$ cat src/rtl/mem_stage.sv
`default_nettype none
// ============================================================================
// Module   : mem_stage
// Purpose  : Memory stage of the Chronos pipeline. Holds the EX/MEM pipeline
//            register, runs load/store transactions on a req/ready/rvalid
//            data-memory port (byte/half/word lanes, sign/zero extension),
//            selects the write-back value and drives a registered MEM/WB
//            output. Stalls upstream while a memory access is outstanding.
// Revision : 1.0 - initial release
// ----------------------------------------------------------------------------
// Ports
//   clk, rst            clock; asynchronous active-low reset
//   ex_*                instruction presented by EX (valid, ALU result /
//                       effective address, store data, PC+4, rd, control)
//   mem_stall           freeze PC, IF/ID, ID/EX and EX (combinational)
//   dmem_req/addr/write/wdata/wmask
//                       request side of the data-memory port
//   dmem_ready          request accepted this cycle
//   dmem_rvalid/rdata   load response
//   wb_valid/rd/reg_write_en/data
//                       registered MEM/WB output (1-cycle valid pulse)
//   mem_exc/mem_exc_addr
//                       misaligned/illegal access pulse and faulting address
// ============================================================================
module mem_stage #(
  parameter int XLEN = 32
) (
  input  logic            clk,
  input  logic            rst,
  input  logic            ex_valid,
  input  logic [XLEN-1:0] ex_alu_out,
  input  logic [XLEN-1:0] ex_store_data,
  input  logic [XLEN-1:0] ex_pc4,
  input  logic [4:0]      ex_rd,
  input  logic            ex_reg_write_en,
  input  logic            ex_mem_req,
  input  logic            ex_mem_write,
  input  logic [2:0]      ex_mem_type,
  input  logic [2:0]      ex_wb_sel,
  output logic            mem_stall,
  output logic            dmem_req,
  output logic [XLEN-1:0] dmem_addr,
  output logic            dmem_write,
  output logic [XLEN-1:0] dmem_wdata,
  output logic [3:0]      dmem_wmask,
  input  logic            dmem_ready,
  input  logic            dmem_rvalid,
  input  logic [XLEN-1:0] dmem_rdata,
  output logic            wb_valid,
  output logic [4:0]      wb_rd,
  output logic            wb_reg_write_en,
  output logic [XLEN-1:0] wb_data,
  output logic            mem_exc,
  output logic [XLEN-1:0] mem_exc_addr
);

  typedef enum logic [1:0] {
    ST_IDLE = 2'd0,
    ST_REQ  = 2'd1,
    ST_WAIT = 2'd2
  } state_t;

  state_t state;
  state_t state_nxt;

  // --------------------------------------------------------------------------
  // EX/MEM holding register
  // --------------------------------------------------------------------------
  logic            h_valid;
  logic [XLEN-1:0] h_alu;
  logic [XLEN-1:0] h_sdata;
  logic [XLEN-1:0] h_pc4;
  logic [4:0]      h_rd;
  logic            h_we;
  logic            h_mem;
  logic            h_write;
  logic [2:0]      h_type;
  logic [2:0]      h_wbsel;

  logic            ex_bad;
  logic            h_bad;
  logic            h_is_mem;
  logic            capture;
  logic            complete;

  logic [7:0]      lane_byte;
  logic [15:0]     lane_half;
  logic [XLEN-1:0] load_data;
  logic [XLEN-1:0] wb_sel_data;

  // Returns 1 when a memory access cannot be issued: an undefined funct3 for
  // its direction, or an address not naturally aligned to the access size.
  // Bit [1:0] of funct3 encodes the size for both signed and unsigned forms.
  function automatic logic access_bad(input logic       write,
                                      input logic [2:0] ftype,
                                      input logic [1:0] a);
    logic illegal;
    logic misaligned;
    if (write) begin
      illegal = (ftype != 3'b000) && (ftype != 3'b001) && (ftype != 3'b010);
    end else begin
      illegal = (ftype == 3'b011) || (ftype == 3'b110) || (ftype == 3'b111);
    end
    misaligned = ((ftype[1:0] == 2'b01) && a[0]) ||
                 ((ftype[1:0] == 2'b10) && (a != 2'b00));
    return illegal || misaligned;
  endfunction

  assign ex_bad   = ex_mem_req && access_bad(ex_mem_write, ex_mem_type, ex_alu_out[1:0]);
  assign h_bad    = h_mem && access_bad(h_write, h_type, h_alu[1:0]);
  // A faulting access never touches the memory port, so it behaves like an
  // ALU instruction for sequencing purposes.
  assign h_is_mem = h_mem && !h_bad;

  // --------------------------------------------------------------------------
  // Completion detection. Kept separate from next-state logic because
  // capture depends on mem_stall, which in turn depends on complete.
  // --------------------------------------------------------------------------
  always_comb begin
    complete = 1'b0;
    case (state)
      ST_IDLE: complete = h_valid && !h_is_mem;
      ST_REQ:  complete = dmem_ready && h_write;
      ST_WAIT: complete = dmem_rvalid;
      default: complete = 1'b0;
    endcase
  end

  // Low in the completing cycle so the next instruction can be captured
  // on the same edge that retires the current one.
  assign mem_stall = h_valid && h_is_mem && !complete;
  assign capture   = ex_valid && !mem_stall;

  // --------------------------------------------------------------------------
  // FSM
  // --------------------------------------------------------------------------
  always_comb begin
    state_nxt = state;
    case (state)
      ST_IDLE: state_nxt = ST_IDLE;
      ST_REQ: begin
        if (dmem_ready) begin
          state_nxt = h_write ? ST_IDLE : ST_WAIT;
        end
      end
      ST_WAIT: begin
        if (dmem_rvalid) begin
          state_nxt = ST_IDLE;
        end
      end
      default: state_nxt = ST_IDLE;
    endcase
    // A newly captured instruction decides the next state on its own; capture
    // is only possible when the current entry is retiring or absent.
    if (capture) begin
      state_nxt = (ex_mem_req && !ex_bad) ? ST_REQ : ST_IDLE;
    end
  end

  always_ff @(posedge clk or negedge rst) begin
    if (!rst) begin
      state <= ST_IDLE;
    end else begin
      state <= state_nxt;
    end
  end

  always_ff @(posedge clk or negedge rst) begin
    if (!rst) begin
      h_valid <= 1'b0;
      h_alu   <= '0;
      h_sdata <= '0;
      h_pc4   <= '0;
      h_rd    <= '0;
      h_we    <= 1'b0;
      h_mem   <= 1'b0;
      h_write <= 1'b0;
      h_type  <= '0;
      h_wbsel <= '0;
    end else if (capture) begin
      h_valid <= 1'b1;
      h_alu   <= ex_alu_out;
      h_sdata <= ex_store_data;
      h_pc4   <= ex_pc4;
      h_rd    <= ex_rd;
      h_we    <= ex_reg_write_en;
      h_mem   <= ex_mem_req;
      h_write <= ex_mem_write;
      h_type  <= ex_mem_type;
      h_wbsel <= ex_wb_sel;
    end else if (complete) begin
      h_valid <= 1'b0;
    end
  end

  // --------------------------------------------------------------------------
  // Data-memory request side. Everything is driven from the holding register,
  // so address/data/mask are stable for as long as dmem_req is high. The
  // request is a pure state decode so reset removes it immediately.
  // --------------------------------------------------------------------------
  assign dmem_req   = (state == ST_REQ);
  assign dmem_addr  = {h_alu[XLEN-1:2], 2'b00};
  assign dmem_write = h_write;

  always_comb begin
    dmem_wdata = h_sdata;
    dmem_wmask = 4'b1111;
    case (h_type[1:0])
      2'b00: begin
        dmem_wdata = {4{h_sdata[7:0]}};
        dmem_wmask = 4'b0001 << h_alu[1:0];
      end
      2'b01: begin
        dmem_wdata = {2{h_sdata[15:0]}};
        dmem_wmask = h_alu[1] ? 4'b1100 : 4'b0011;
      end
      default: begin
        dmem_wdata = h_sdata;
        dmem_wmask = 4'b1111;
      end
    endcase
  end

  // --------------------------------------------------------------------------
  // Load formatting: pick the addressed lane, then sign/zero extend.
  // --------------------------------------------------------------------------
  always_comb begin
    lane_byte = dmem_rdata[7:0];
    case (h_alu[1:0])
      2'd0: lane_byte = dmem_rdata[7:0];
      2'd1: lane_byte = dmem_rdata[15:8];
      2'd2: lane_byte = dmem_rdata[23:16];
      2'd3: lane_byte = dmem_rdata[31:24];
      default: lane_byte = dmem_rdata[7:0];
    endcase
  end

  assign lane_half = h_alu[1] ? dmem_rdata[31:16] : dmem_rdata[15:0];

  always_comb begin
    load_data = dmem_rdata;
    case (h_type)
      3'b000:  load_data = {{24{lane_byte[7]}}, lane_byte};
      3'b001:  load_data = {{16{lane_half[15]}}, lane_half};
      3'b100:  load_data = {24'b0, lane_byte};
      3'b101:  load_data = {16'b0, lane_half};
      default: load_data = dmem_rdata;
    endcase
  end

  always_comb begin
    wb_sel_data = h_alu;
    case (h_wbsel)
      3'd1:    wb_sel_data = load_data;
      3'd2:    wb_sel_data = h_pc4;
      default: wb_sel_data = h_alu;
    endcase
  end

  // --------------------------------------------------------------------------
  // MEM/WB register and exception reporting
  // --------------------------------------------------------------------------
  always_ff @(posedge clk or negedge rst) begin
    if (!rst) begin
      wb_valid        <= 1'b0;
      wb_rd           <= '0;
      wb_reg_write_en <= 1'b0;
      wb_data         <= '0;
      mem_exc         <= 1'b0;
      mem_exc_addr    <= '0;
    end else begin
      wb_valid <= complete;
      mem_exc  <= complete && h_bad;
      if (complete) begin
        wb_rd   <= h_rd;
        wb_data <= wb_sel_data;
        // Stores and faulting accesses never write the register file, and
        // x0 is never written.
        wb_reg_write_en <= h_we && (h_rd != 5'd0) && !(h_mem && h_write) && !h_bad;
      end
      if (complete && h_bad) begin
        mem_exc_addr <= h_alu;
      end
    end
  end

endmodule
`default_nettype wire

$ cat config.mk
export PLATFORM = sky130hd
export DESIGN_NAME = mem_stage
export DESIGN_NICKNAME = d
export VERILOG_FILES = /design/src/rtl/mem_stage.sv
export SDC_FILE = /design/constraint.sdc
export NUM_CORES = 1
export LEC_CHECK = 0
export BUFFER_PORTS_ARGS = -buffer_cell sky130_fd_sc_hd__buf_2
export CAP_MARGIN = 20
export CORE_AREA = 2 2 132 134
export CTS_CLUSTER_SIZE = 25
export DETAILED_ROUTE_END_ITERATION = 10
export DIE_AREA = 0 0 134 136
export PLACE_DENSITY = 0.95
export SETUP_SLACK_MARGIN = 0.5
export SLEW_MARGIN = 25
export SYNTH_ARGS = -nofsm -noshare
export SYNTH_HDL_FRONTEND = slang
export SYNTH_SLANG_ARGS = --single-unit
$ cat constraint.sdc
create_clock -name clk -period 3.09 [get_ports clk]
set_input_delay 0.927 -clock clk [delete_from_list [all_inputs] [get_ports clk]]
set_output_delay 0.927 -clock clk [all_outputs]
set_load 0.1 [all_outputs]
==> results.yml <==
synthesis:
  synth_common_cells: "185 x dfrtp_1, 115 x mux2_1, 48 x mux2_2, 41 x buf_4, 31 x clkbuf_1"
  synthCells: 755
  synth_top_area_share_pct: 49.9
  yosys_warnings: 0
  syn_avg_cell_area_um2: 12.3
  synth_top_area_cell: "dfrtp_1"
  synth.most_common_cell: "dfrtp_1"
  seq_area_frac_synth_pct: 49.9
  synth_ff_type: "dfrtp_1"
  synth_edf_count: 0
  synthTopCellsByArea: "dfrtp_1 50%, mux2_1 14%, mux2_2 5.8%"
  synth_cell_types: 56
  async_flop_share_pct: 100
  ys_seq_elements: 185
  syn_area_um2: 9280
place:
  hpwl_um: 19600
  dpl_worst_slack_ns: 0.188
  io_buffers: 287
  dp_cells: 1204
  placed_cell_area_um2: 11100
  gp_congestion: 0.904
job:
  cap_viol_max_count: 0
global_routing:
  grt-ovfl-total: 0
  grt_use_total_pct: 30.6
  grt_max_degree: 80
  grt_pass1_wl_um: 42800
  grt_pass1_vias: 7663
  antenna_found_initial: 4
routing:
  wl_per_cell_um: 23.4
  final_antenna_net_count: 0
  routed.top_layer: "met5"
  met1Wirelength_um: 11100
  viasPerCell: 6.26
  dr.pass1.iters: 5
  vias: 7918
  wl_met3_um: 2570
  wl_met2_um: 14500
  drc_errors: 0
  initialDrtViolationCount: 749
  wl_um: 29500
sta:
  setup-violations-final: 0
  relSlewSlack_pct: 55.1
  skew_ns: 0.0175
  fmax_mhz: 346
  hold_viol_final: 0
  rsz0062_at_grt: "true"
  setup_slack_ns: 0.203
  period_share_pct: 93.4
  tightest_slew_ns: 0.674
  slew_viol_final: 0
  period_minus_slack_ns: 2.89
setup_path:
  path_cells: "buf_6 -> and4b_1 -> or2_4 -> nor3_4 -> buf_12"
  crit_slowest_cell: "or2_4"
  start_kind: "primary input"
  critPathRequiredTime_ns: 2.16
  crit_buf_inv: 2
  crit_fanout: 2
  max_stage_delay_ns: 0.26
  cp_top_family: "simple AND/OR/NAND/NOR gates"
  end_kind: "output port"
  worstSetupPathType: "primary input to output port"
  cp.arrival_ns: 1.96
clocking:
  cts_max_level: 4
  clk_pin_slew_worst_paths_ns: 0.07
  clkSinkCount: 185
  insertion_delay_ns: 0.44
  cts_tree: "done"
  cts-root-buf: "clkbuf_16"
  clk_path_buf_depth: 2
  cts_buffers: 17
  cts_hold_buffers: 0
die:
  placementRows: 48
  die_x_um: 134
  die_area_um2: 18200
  io_pins: 290
  die_h_um: 136
  start_util_pct: 55.0
  coreArea_um2: 16900
finish:
  drive_above_1_share_pct: 45.7
  final_nets: 1170
  final_cells: 1264
  area_growth_pct: 33.0
  n_fill_cell: 1074
  final_area_um2: 12300
  final_core_util_pct: 73.1
outcome:
  status: "finished clean"
min_path:
  min_path_type: "register to register"
timing repair:
action,in CTS,in global routing
gates resized for setup,52,57
buffers inserted,16,7
pin swaps,8,8
cloned,1,1
endpoints found under the setup margin,86,29
per-stage QoR:
step | hold WS [ns] | setup TNS [ns]
finish | 0.488 | 0
global route | 0.506 | 0
CTS | 0.493 | 0
detailed placement | 0.478 | 0
global placement | 0.468 | 0
floorplan | 0.458 | -0.118
logic make-up after synthesis:
group | count (synthesis) | synth area share, %
simple gates | 72 | 4.15
flops | 185 | 49.9
other cells | 1 | 0.0404
compound gates | 189 | 15.5
buf+inv | 118 | 7.57
mux | 190 | 22.8
state kept, by name, indices dropped and copies added, names as in the netlist:
name             count
h_alu               32
h_pc4               32
h_sdata             32
mem_exc_addr        32
wb_data             32
h_rd                 5
wb_rd                5
h_type               3
h_wbsel              3
state                2
dmem_write           1
h_mem                1
h_valid              1
h_we                 1
mem_exc              1
wb_reg_write_en      1
wb_valid             1
layout by cell type, fill, tap and decap left out, types with 4 or more instances in the layout:
cell / instances
a31oi_1: 8
o21ai_1: 8
dfrtp_2: 4
a22oi_1: 20
mux2_4: 13
a41oi_1: 13
inv_6: 4
a211o_1: 9
a32oi_1: 11
buf_12: 30
mux2_1: 115
mux2i_2: 6
o221ai_1: 7
a32o_1: 13
mux2_2: 35
o21ai_0: 15
a221o_1: 5
o21ai_4: 10
nor2b_1: 8
buf_6: 18
nor2_1: 7
buf_4: 35
dfrtp_1: 181
clkinvlp_4: 4
buf_8: 4
inv_1: 14
a211oi_1: 22
mux2i_1: 19
clkbuf_16: 18
a21oi_1: 17
nand2_1: 22
a22o_1: 19
nand3_1: 8
buf_2: 256
final timing paths:
check / from / endpoint / slack (ns) / cells past startpoint
max: dmem_ready / mem_stall / 0.20 / 5
min: wb_reg_write_en / wb_reg_write_en / 0.49 / 1
max reg2reg: h_type[0] / h_sdata[8] / 0.54 / 8
min reg2reg: wb_reg_write_en / wb_reg_write_en / 0.49 / 1
max in group asynchronous: rst / h_pc4[18] / 1.84 / 2
min in group asynchronous: rst / h_sdata[5] / 0.53 / 1
cell type report:
| class | count | area, µm² | share of cell area [%] |
|---|---|---|---|
| clock buffer | 19 | 453 | 3.67 |
| clock inverter | 13 | 164 | 1.33 |
| sequential | 185 | 4630 | 37.6 |
| timing repair buffer | 346 | 2480 | 20.1 |
| inverter | 20 | 82.6 | 0.669 |
| antenna | 3 | 7.51 | 0.0608 |
| multi-input combinational | 453 | 4240 | 34.3 |
| tap | 225 | 282 | 2.28 |
per-layer routing:
| layer | GRT usage (%) | vias to the layer above |
|---|---|---|
| met2 | 49.9 | 529 |
| met1 | 37.9 | 3931 |
| met3 | 8.28 | 116 |
| li1 | - | 3340 |
| met4 | 15.2 | 2 |
| met5 | 0 | - |
Power is left out: the tool's default activity adds up to more than one toggle a clock period on the data nets, which glitch-free logic cannot reach.
